===== src/rtl/wfg_wb_sequencer.sv =====
// Wishbone front-end for wfg_top: replays a register-write table after reset or on start,
// then passes an external master through. Sequencer and external cycles never overlap.
module wfg_wb_sequencer #(
  parameter int BUSW        = 32,
  parameter int NUM_ENTRIES = 8,
  parameter int IDXW        = (NUM_ENTRIES > 1) ? $clog2(NUM_ENTRIES) : 1,
  parameter int TIMEOUT     = 255,
  parameter int AUTO_START  = 1
) (
  input  logic            clk,
  input  logic            rst_n,
  input  logic            start_i,
  output logic [IDXW-1:0] tbl_idx_o,
  input  logic [BUSW-1:0] tbl_adr_i,
  input  logic [BUSW-1:0] tbl_dat_i,
  input  logic [BUSW-1:0] ext_adr_i,
  input  logic [BUSW-1:0] ext_datwr_i,
  input  logic            ext_we_i,
  input  logic            ext_stb_i,
  input  logic            ext_cyc_i,
  output logic [BUSW-1:0] ext_datrd_o,
  output logic            ext_ack_o,
  output logic [BUSW-1:0] wbm_adr_o,
  output logic [BUSW-1:0] wbm_datwr_o,
  output logic            wbm_we_o,
  output logic            wbm_stb_o,
  output logic            wbm_cyc_o,
  input  logic [BUSW-1:0] wbm_datrd_i,
  input  logic            wbm_ack_i,
  output logic            busy_o,
  output logic            done_o,
  output logic            err_o
);

  localparam int CNTW = $clog2(TIMEOUT + 1);

  localparam logic [1:0] S_FETCH = 2'd0;
  localparam logic [1:0] S_ACK   = 2'd1;
  localparam logic [1:0] S_PASS  = 2'd2;

  localparam logic [1:0] S_RESET    = (AUTO_START != 0) ? S_FETCH : S_PASS;
  localparam logic       BUSY_RESET = (AUTO_START != 0);

  logic [1:0]      r_state;
  logic [IDXW-1:0] r_idx;
  logic [CNTW-1:0] r_cnt;
  logic [BUSW-1:0] r_adr;
  logic [BUSW-1:0] r_dat;
  logic            r_req;
  logic            r_pending;
  logic            r_busy;
  logic            r_done;
  logic            r_err;

  logic            w_pass;
  logic            w_last;
  logic [CNTW-1:0] w_cnt_inc;
  logic            w_tmo;
  logic            w_start_go;

  assign w_pass     = (r_state == S_PASS);
  assign w_last     = (r_idx == IDXW'(NUM_ENTRIES - 1));
  assign w_cnt_inc  = r_cnt + 1'b1;
  assign w_tmo      = (w_cnt_inc == CNTW'(TIMEOUT));
  // A start (fresh or queued) only takes the bus once the external master is idle.
  assign w_start_go = (start_i || r_pending) && !ext_cyc_i;

  always_ff @(posedge clk or negedge rst_n) begin
    if (!rst_n) begin
      r_state   <= S_RESET;
      r_idx     <= '0;
      r_cnt     <= '0;
      r_adr     <= '0;
      r_dat     <= '0;
      r_req     <= 1'b0;
      r_pending <= 1'b0;
      r_busy    <= BUSY_RESET;
      r_done    <= 1'b0;
      r_err     <= 1'b0;
    end else begin
      case (r_state)
        S_FETCH: begin
          r_adr   <= tbl_adr_i;
          r_dat   <= tbl_dat_i;
          r_req   <= 1'b1;
          r_cnt   <= '0;
          r_state <= S_ACK;
        end
        S_ACK: begin
          // Ack takes priority over a timeout landing on the same cycle.
          if (wbm_ack_i) begin
            r_req <= 1'b0;
            if (w_last) begin
              r_state <= S_PASS;
              r_done  <= 1'b1;
              r_busy  <= 1'b0;
            end else begin
              r_idx   <= r_idx + 1'b1;
              r_state <= S_FETCH;
            end
          end else if (w_tmo) begin
            r_req   <= 1'b0;
            r_err   <= 1'b1;
            r_done  <= 1'b0;
            r_busy  <= 1'b0;
            r_state <= S_PASS;
          end else begin
            r_cnt <= w_cnt_inc;
          end
        end
        S_PASS: begin
          if (w_start_go) begin
            r_state   <= S_FETCH;
            r_idx     <= '0;
            r_done    <= 1'b0;
            r_err     <= 1'b0;
            r_busy    <= 1'b1;
            r_pending <= 1'b0;
          end else if (start_i) begin
            r_pending <= 1'b1;
          end
        end
        default: begin
          r_req   <= 1'b0;
          r_busy  <= 1'b0;
          r_state <= S_PASS;
        end
      endcase
    end
  end

  assign tbl_idx_o   = r_idx;
  assign wbm_adr_o   = w_pass ? ext_adr_i   : r_adr;
  assign wbm_datwr_o = w_pass ? ext_datwr_i : r_dat;
  assign wbm_we_o    = w_pass ? ext_we_i    : r_req;
  assign wbm_stb_o   = w_pass ? ext_stb_i   : r_req;
  assign wbm_cyc_o   = w_pass ? ext_cyc_i   : r_req;
  assign ext_datrd_o = w_pass ? wbm_datrd_i : '0;
  assign ext_ack_o   = w_pass & wbm_ack_i;
  assign busy_o      = r_busy;
  assign done_o      = r_done;
  assign err_o       = r_err;

endmodule


===== config.mk =====
export PLATFORM = sky130hd
export DESIGN_NAME = wfg_wb_sequencer
export DESIGN_NICKNAME = d
export VERILOG_FILES = /design/src/rtl/wfg_wb_sequencer.sv
export SDC_FILE = /design/constraint.sdc
export NUM_CORES = 1
export LEC_CHECK = 0
export BUFFER_PORTS_ARGS = -buffer_cell sky130_fd_sc_hd__clkbuf_2
export CORE_AREA = 2 2 107 109
export DETAILED_ROUTE_END_ITERATION = 12
export DIE_AREA = 0 0 109 111
export GPL_ROUTABILITY_DRIVEN = 0
export GPL_TIMING_DRIVEN = 0
export PLACE_DENSITY = 0.76
export SLEW_MARGIN = 20
export SYNTH_ARGS = -nofsm -noshare
export SYNTH_HDL_FRONTEND = slang
export SYNTH_SLANG_ARGS = --single-unit

===== constraint.sdc =====
create_clock -name clk -period 2.2 [get_ports clk]
set_clock_uncertainty 0.2 [all_clocks]
set_input_delay 0.44 -clock clk [delete_from_list [all_inputs] [get_ports clk]]
set_output_delay 0.44 -clock clk [all_outputs]
set_load 0.05 [all_outputs]

==> results of run 1 <==
cell usage in the layout, fill, tap and decap left out, types with 2 or more instances in the layout:
| cell type | Yosys | final |
|---|---|---|
| buf_8 | 0 | 10 |
| buf_4 | 0 | 17 |
| nand4_1 | 2 | 2 |
| clkinvlp_4 | 0 | 2 |
| nand2_4 | 0 | 3 |
| a22o_1 | 4 | 4 |
| clkbuf_4 | 0 | 7 |
| nor3_1 | 2 | 2 |
| and2_2 | 0 | 23 |
| mux2_2 | 65 | 65 |
| buf_12 | 0 | 2 |
| a21o_1 | 3 | 3 |
| and2_4 | 0 | 9 |
| nor2b_1 | 2 | 2 |
| ha_1 | 4 | 4 |
| clkbuf_16 | 0 | 32 |
| inv_6 | 0 | 3 |
| clkbuf_2 | 1 | 172 |
| inv_1 | 6 | 5 |
| buf_6 | 0 | 4 |
| nor2_1 | 8 | 6 |
| clkbuf_8 | 0 | 67 |
| nand2_2 | 0 | 66 |
| o32ai_1 | 2 | 2 |
| xnor2_1 | 2 | 2 |
| dfrtp_1 | 81 | 80 |
| o21ai_0 | 8 | 7 |
| nand3_1 | 6 | 6 |
| nand2_1 | 208 | 139 |
| a21oi_1 | 6 | 5 |
| clkbuf_1 | 19 | 4 |
cell type report:
type / instances / area [um2] / share of cell area (%)
buffer: 27 / 269 / 3.45
timing repair buffer: 281 / 2530 / 32.5
sequential: 82 / 2050 / 26.3
tap: 143 / 179 / 2.29
clock buffer: 9 / 225 / 2.89
clock inverter: 7 / 76.3 / 0.978
multi-input combinational: 372 / 2430 / 31.2
inverter: 6 / 30.0 / 0.385
state kept, by name, summed over array words and instances, names as in the netlist:
signal / flops
r_adr: 32
r_cnt: 8
r_dat: 32
tbl_idx_o: 3
r_pending: 1
err_o: 1
r_state: 2
r_req: 1
busy_o: 1
done_o: 1
final timing paths:
kind	from	depth (start not counted)	endpoint	slack (ns)
min in group asynchronous	rst_n	2	err_o	0.49
worst max register to register	r_state[0]	6	r_adr[20]	0.07
max in group asynchronous	rst_n	2	r_dat[0]	0.83
worst min-delay path	tbl_dat_i[26]	2	r_dat[26]	0.13
worst min register to register	r_dat[9]	1	r_dat[9]	0.31
worst max-delay path	r_state[1]	8	wbm_datwr_o[1]	-0.16
timing repair:
| item | in CTS | in global routing |
|---|---|---|
| endpoints found under the hold margin | 81 | 0 |
| hold buffers | 1 | 0 |
| gates cloned | 1 | 0 |
| pin swaps | 1 | 0 |
| endpoints found under the setup margin | 101 | 110 |
| resized for setup | 272 | 40 |
| setup buffers | 5 | 2 |
power by group through the flow:
stage | registers [uW] | clock network (uW) | logic, uW
after global placement | 2600 | 0 | 8860
after CTS | 2630 | 1550 | 11700
after global routing | 2740 | 1620 | 12500
final | 2650 | 1510 | 12000
after detailed placement | 2630 | 0 | 8920
after floorplan | 2660 | 0 | 6890
kinds of logic after synthesis:
family	after synthesis	share of synthesized area, %
adder cells (fa/ha/maj)	4	1.14
flip-flops	82	47.0
XOR/XNOR	2	0.401
AO/OA/AOI/OAI	31	4.78
AND/OR/NAND/NOR	269	26.4
buffers and inverters	36	3.32
multiplexers	66	17.0
metal layers:
metal | vias to the layer above | wire length (um) | global-route usage [%]
met5 | - | 0 | 0
met4 | 0 | 512 | 10.3
met3 | 35 | 992 | 5.53
met2 | 186 | 8230 | 46.4
met1 | 2170 | 6170 | 30.1
li1 | 2183 | - | -
through the flow:
stage          area, um2  setup WS (ns)  setup TNS (ns)  std cells  power (uW)
6_report            7800         -0.156           -7.16        927       16100
5_1_grt             7800         -0.191          -13.12        927       16800
4_1_cts             7730         -0.111           -7.00        925       15800
3_5_place_dp        6130          -1.13          -82.79        905       11600
3_3_place_gp        6120          -1.12         -112.99        905       11500
2_1_floorplan       4580        -0.0686         -0.0686        490        9540
==> metrics.yaml, run 1 <==
cts:
  clock-root-buffer: "clkbuf_16"
  clock_latency_ns: 0.33
  clockBufferDepth: 2
  cts_max_level: 3
  numCtsBuffers: 9
  cts_sinks: 82
  cts_tree: "built"
  clk_pin_slew_worst_paths_ns: 0.07
global_routing:
  overflow: 0
  grtUsageTotal_pct: 26.1
  antenna_found_initial: 0
  grt_pass1_vias: 4692
  grt_max_degree: 83
  grt_first_pass_wirelength_mm: 24.1
timing:
  fmax_mhz: 425
  rsz0062_at_grt: "true"
  drv_slew: 0
  period_needed_ns: 2.36
  finalSetupViolCount: 89
  tightestPinTransition_ns: 0.657
  setup_ws_ns: -0.156
  finalCritPeriodShare_pct: 107
  hold_ws_ns: 0.132
  hold_viol: 0
  slew_headroom_pct: 56.2
setup_path:
  cp.arrival_ns: 1.72
  max_stage_delay_ns: 0.36
  critPathBufInv: 5
  start_kind: "register"
  path_max_fanout: 10
  cp.required_ns: 1.56
  crit_family: "buffers and inverters"
  path_cells: "buf_8, inv_8, nor2_4, buf_12, clkbuf_8, nand2_1, nand2_2, clkbuf_16"
  path_class: "reg -> out"
  slowest_stage: "dfrtp_1"
  cp-end-kind: "output port"
synthesis:
  synth_seq_cells: 82
  synth_edf_count: 0
  yosysTopAreaCellShare_pct: 46.4
  synth_cell_type_count: 40
  syn_area_per_cell_um2: 8.92
  synth_cells: 490
  seq_area_frac_synth_pct: 47.0
  yosys_warnings: 0
  synthFlopType: "dfrtp_1"
  synthesis.area_um2: 4370
  yosys-top-cells-count: "nand2_1, dfrtp_1, mux2_2"
  synth_nets: 661
  synthTopCellsByArea: "dfrtp_1, nand2_1, mux2_2"
  async_flop_share_pct: 100
  synth_area_leader_cell: "dfrtp_1"
  yosysMostFrequentCell: "nand2_1"
finish:
  drive_gt1_share_pct: 63.3
  nets: 950
  fill_cells: 793
  syn_to_final_growth_pct: 78.5
  antenna_cells: 0
  post-route-util_pct: 70.4
pwr:
  p_leak_uw: 0.00401
  combPwrFrac_pct: 74.2
  vdd.ir_drop.worst_uv: 1630
  seqPwrFrac_pct: 16.4
  p_int_uw: 8140
  swShare_pct: 49.5
  p_clk_share_pct: 9.4
  p_sw_uw: 7990
  pwr_density_cell_nw_per_um2: 2070
route:
  wl_per_cell_um: 17.2
  first_pass_iters: 4
  num_vias: 4574
  drcViolationCount: 0
  drtIter0Drc: 204
  antenna_left: 0
  wl_mm: 15.9
  viasPerCell: 4.93
floorplanning:
  rows: 39
  die-area_um2: 12100
  initial_core_util_pct: 39.5
  core-area_um2: 11100
  die_height_um: 111
  io_pins: 273
  die_x_um: 109
placed_design:
  io_buffers: 272
  place_hpwl_mm: 10.9
status:
  violations: "setup timing"
  status: "finished, violations left"
run:
  maxCapViolCount: 0
worst_hold_path:
  hold_class: "in -> reg"
No activity file was read; power rests on OpenSTA's default activity.
==> inputs of run 2 (changes only) <==
Settings changed: CORE_AREA 2 2 107 109 to 2 2 106 108, CTS_BUF_LIST set to sky130_fd_sc_hd__clkbuf_2, DIE_AREA 0 0 109 111 to 0 0 108 110, PLACE_DENSITY 0.76 to 0.77, SKIP_LAST_GASP set to 1.
==> run 2 against run 1 <==
Effect of this change:
- the flow still finishes with violations (setup timing)
- global-route usage grew 7.8 points
- design area grew 12%
- setup slack lost 0.27 ns
- cell count grew 7.9%
- largest power group unchanged
==> metrics.yaml, run 2 (synthesis results as in run 1) <==
timing:
  rsz0062_at_grt: "true"
  hold_ws_ns: 0.104
  hold_viol: 0
  fmax_mhz: 381
  period_needed_ns: 2.62
  tightestPinTransition_ns: 0.479
  slew_headroom_pct: 68.1
  finalCritPeriodShare_pct: 119
  setup_ws_ns: -0.423
  finalSetupViolCount: 100
  drv_slew: 0
setup_path:
  startpoint: "r_state[1]"
  ff2ff_setup_slack_ns: 0.05
  rr_startpoint: "r_state[1]"
  cp-end-kind: "output port"
  cp.arrival_ns: 1.98
  path_class: "reg -> out"
  rr_worst_depth: 6
  cp.required_ns: 1.56
  path_max_fanout: 10
  worstReg2RegEnd: "r_dat[23]"
  start_kind: "register"
  critPathCapture: "wbm_adr_o[15]"
cts:
  cts_tree: "built"
  clockBufferDepth: 2
  clk_pin_slew_worst_paths_ns: 0.24
  clock-root-buffer: "clkbuf_2"
  cts_max_level: 3
  cts_sinks: 82
  clock_latency_ns: 0.55
  numCtsBuffers: 9
route:
  wl_per_cell_um: 20.7
  first_pass_iters: 5
  viasPerCell: 5.34
  wl_mm: 20.7
  drtIter0Drc: 343
  antenna_left: 0
  num_vias: 5341
  drcViolationCount: 0
global_routing:
  grt_max_degree: 52
  grt.met1_usage_pct: 34.5
  grt_busiest_layer: "met2"
  grt_util_met3_pct: 9.41
  overflow: 0
  grt_first_pass_wirelength_mm: 30.4
  antenna_found_initial: 0
  grt_pass1_vias: 5828
  gr-usage-met2_pct: 61.0
  grtUsageTotal_pct: 33.9
placed_design:
  place_hpwl_mm: 10.8
  place_area_um2: 6150
  io_buffers: 272
run:
  maxCapViolCount: 0
finish:
  post-route-util_pct: 81.7
  largestRegisters: "r_adr x32, r_dat x32, r_cnt x8"
  antenna_cells: 0
  syn_to_final_growth_pct: 100
  nets: 1026
  drive_gt1_share_pct: 61.0
  design_area_um2: 8740
  final_common_cell: "clkbuf_2"
  layout_common_cells: "clkbuf_2, nand2_1, nand2_2"
pwr:
  p_leak_uw: 0.00440
  pwr_density_cell_nw_per_um2: 1930
  vdd.ir_drop.worst_uv: 1260
worst_hold_path:
  hold_class: "in -> reg"
floorplanning:
  die_x_um: 108
  die-area_um2: 11900
  io_pins: 273
  die_height_um: 110
  initial_core_util_pct: 40.9
  core-area_um2: 10700
  rows: 38
status:
  violations: "setup timing"
  status: "finished, violations left"
## run 2: critical path: stages (launching register included)
cell and delay, ns:
dfrtp_1 0.42, buf_8 0.14, inv_8 0.03, nor2_4 0.13, buf_8 0.17, clkbuf_8 0.18
nand2_1 0.09, nand2_2 0.08, clkbuf_8 0.18
## run 2: how the worst min path moves through the flow
stage	startpoint	to	slack, ns	depth (start not counted)
after CTS	wbm_ack_i	r_cnt[1]	0.11	3
after detailed placement	rst_n	r_pending	0.26	1
after floorplan	rst_n	done_o	-0.06	0
after global placement	r_dat[2]	r_dat[2]	0.29	1
after global routing	wbm_ack_i	busy_o	0.12	4
final	wbm_ack_i	busy_o	0.10	4
## run 2: cell type report
cell class,count,area (um2)
clock buffer,9,45.0
sequential,82,2050
fill,532,1950
buffer,28,358
inverter,6,30.0
clock inverter,7,68.8
timing repair buffer,356,3500
tap,140,175
multi-input combinational,372,2510
## run 2: metal layers
layer	vias up	part of all wire [%]
li1	2330	-
met1	2585	35
met2	315	51
met3	111	7.4
met4	0	6.7
met5	-	0
## run 2: where the power goes
part | switching [uW] | internal (uW) | leakage, uW
Clock | 579 | 257 | 0.0000596
Sequential | 516 | 2220 | 0.000982
Combinational | 7510 | 5840 | 0.00336
## run 2: metrics by stage
| stage | setup TNS [ns] | cells | setup WS (ns) | total power [uW] |
|---|---|---|---|---|
| after detailed placement | -78.46 | 903 | -0.964 | 11600 |
| after CTS | -31.27 | 999 | -0.333 | 16100 |
| after floorplan | -0.0686 | 490 | -0.0686 | 9540 |
| after global placement | -96.81 | 902 | -0.858 | 11400 |
| after global routing | -43.97 | 1000 | -0.488 | 17500 |
| final | -36.38 | 1000 | -0.423 | 16900 |
## run 2: what timing repair did
action	CTS	global route
gates cloned	5	1
gates resized for setup	324	49
endpoints found under the setup margin	101	141
setup buffers	9	1
hold buffers	68	0
pin swaps	8	9
hold endpoints to repair	97	0
==> inputs of run 3 (changes only) <==
Settings changed: CELL_PAD_IN_SITES_DETAIL_PLACEMENT set to 1, CELL_PAD_IN_SITES_GLOBAL_PLACEMENT set to 2, CORE_AREA 2 2 106 108 to not set, CORE_ASPECT_RATIO set to 1.75, CORE_MARGIN set to 2, CORE_UTILIZATION set to 24, DIE_AREA 0 0 108 110 to not set, PLACE_DENSITY 0.77 to not set, PLACE_DENSITY_LB_ADDON set to 0.05.
==> run 3 against run 2 <==
Effect of this change:
- the run still ends with setup timing left
- clock-buffer cell count grew 1
- combinational power down 5%
- critical path depth down 1
- cell count is 9.4% higher
- critical path type unchanged
- largest power group unchanged
- highest routed layer unchanged
==> metrics.yaml, run 3 (synthesis results as in run 1) <==
route:
  viasPerCell: 4.46
  first_pass_iters: 4
  wl_mm: 18.6
  num_vias: 4876
  drcViolationCount: 0
  antenna_left: 0
  drtIter0Drc: 114
  wl_per_cell_um: 17.0
cts:
  clock_latency_ns: 0.54
  numCtsBuffers: 9
  cts_max_level: 3
  clockBufferDepth: 2
  cts_tree: "built"
  cts_sinks: 82
  clock-root-buffer: "clkbuf_2"
  clk_pin_slew_worst_paths_ns: 0.24
floorplanning:
  initial_core_util_pct: 24.3
  die_x_um: 106
  io_pins: 273
  die-area_um2: 19400
  die_height_um: 183
  core-area_um2: 18000
  rows: 65
global_routing:
  antenna_found_initial: 1
  grtUsageTotal_pct: 18.5
  grt_max_degree: 83
  overflow: 0
  grt_first_pass_wirelength_mm: 28.1
  grt_pass1_vias: 5455
setup_path:
  cp-end-kind: "output port"
  start_kind: "register"
  cp.required_ns: 1.56
  rr_worst_depth: 5
  path_max_fanout: 8
  path_class: "reg -> out"
  ff2ff_setup_slack_ns: 0.12
  cp.arrival_ns: 1.99
pwr:
  p_clk_share_pct: 6.3
  pwr_density_cell_nw_per_um2: 1890
  combPwrFrac_pct: 77.3
  p_leak_uw: 0.00431
  finalPower_uw: 16400
  vdd.ir_drop.worst_uv: 899
  p_sw_uw: 8220
  p_int_uw: 8180
  seqPwrFrac_pct: 16.5
  swShare_pct: 50.1
finish:
  drive_gt1_share_pct: 62.7
  final_common_cell: "clkbuf_2"
  layout_common_cells: "clkbuf_2, nand2_1, buf_8"
  nets: 1026
  fill_cells: 2040
  syn_to_final_growth_pct: 98.8
  post-route-util_pct: 48.4
  final_cells: 1094
  largestRegisters: "r_adr x32, r_dat x32, r_cnt x8"
timing:
  hold_viol: 0
  finalCritPeriodShare_pct: 120
  finalSetupViolCount: 100
  period_needed_ns: 2.63
  rsz0062_at_grt: "true"
  setup_ws_ns: -0.433
  drv_slew: 0
  fmax_mhz: 380
  slew_headroom_pct: 51.7
  tightestPinTransition_ns: 0.724
placed_design:
  io_buffers: 272
  place_inst: 996
  place_hpwl_mm: 13.6
worst_hold_path:
  hold_class: "in -> reg"
  worstHoldPathCells: 4
run:
  maxCapViolCount: 0
status:
  violations: "setup timing"
  status: "finished, violations left"
run 3: cell types whose count changed in the layout (fill, tap and decap cells not counted), moves of 2 or more:
cell,change
bufinv_16,+2
buf_12,+3
clkinv_1,-2
clkinvlp_4,-3
nand2_2,+9
clkbuf_16,-31
nand2_1,-13
buf_4,+3
buf_8,+76
and2_4,+7
clkbuf_8,-49
and2_2,-7
nand2_4,+4
run 3: what timing repair did:
item / in CTS / in global routing
pin swaps: 1 / 18
endpoints found under the hold margin: 147 / 1
buffers inserted: 3 / 8
resized for setup: 247 / 191
endpoints found under the setup margin: 102 / 117
hold buffers: 68 / 1
cloned: 0 / 6
run 3: worst paths after layout:
path,start,end
worst max-delay path,r_state[0],wbm_adr_o[12]
max in group asynchronous,rst_n,r_state[1]
min in group asynchronous,rst_n,r_dat[27]
worst min register to register,r_adr[28],r_adr[28]
worst max register to register,r_state[0],r_dat[8]
worst min-delay path,ext_cyc_i,busy_o
run 3: cell type report:
cell class	count	area (um2)	share of cell area, %
repair buffers	357	3280	37.8
well taps	234	293	3.37
clock buffers	10	50.0	0.576
inverters	6	25.0	0.288
clock inverters	5	104	1.19
plain buffers	27	320	3.69
diodes	1	2.50	0.0288
multi-input cells	372	2560	29.4
flip-flops and latches	82	2060	23.7
run 3: metal layers:
metal / global-route usage (%) / vias to the layer above / routed length (um)
met2: 37.4 / 172 / 11000
met4: 5.00 / 0 / 292
met1: 18.8 / 2366 / 6330
li1: - / 2318 / -
met5: 0 / - / 0
met3: 3.57 / 20 / 947
run 3: power by group through the flow:
stage / combinational, uW / clock, uW / sequential, uW
floorplan: 6890 / 0 / 2660
global placement: 8960 / 0 / 2600
detailed placement: 9080 / 0 / 2650
CTS: 11300 / 1080 / 2650
global route: 13300 / 1150 / 2810
finish: 12700 / 1030 / 2700
run 3: per-stage QoR:
stage / setup TNS (ns) / hold slack [ns] / setup WS, ns / instance area, um2
after floorplan: -0.0686 / -0.0556 / -0.0686 / 4580
after global placement: -112.39 / 0.289 / -0.818 / 6230
after detailed placement: -73.44 / 0.296 / -0.830 / 6240
after CTS: -48.35 / 0.0652 / -0.508 / 8130
after global routing: -54.36 / 0.0603 / -0.586 / 8690
final: -39.86 / 0.104 / -0.433 / 8690
run 3: worst max-delay path: stages, from the launching register on:
cell	delay, ns
dfrtp_2	0.50
buf_6	0.14
nor2_4	0.15
buf_12	0.19
clkbuf_16	0.17
nand2_1	0.07
nand2_2	0.08
buf_8	0.15
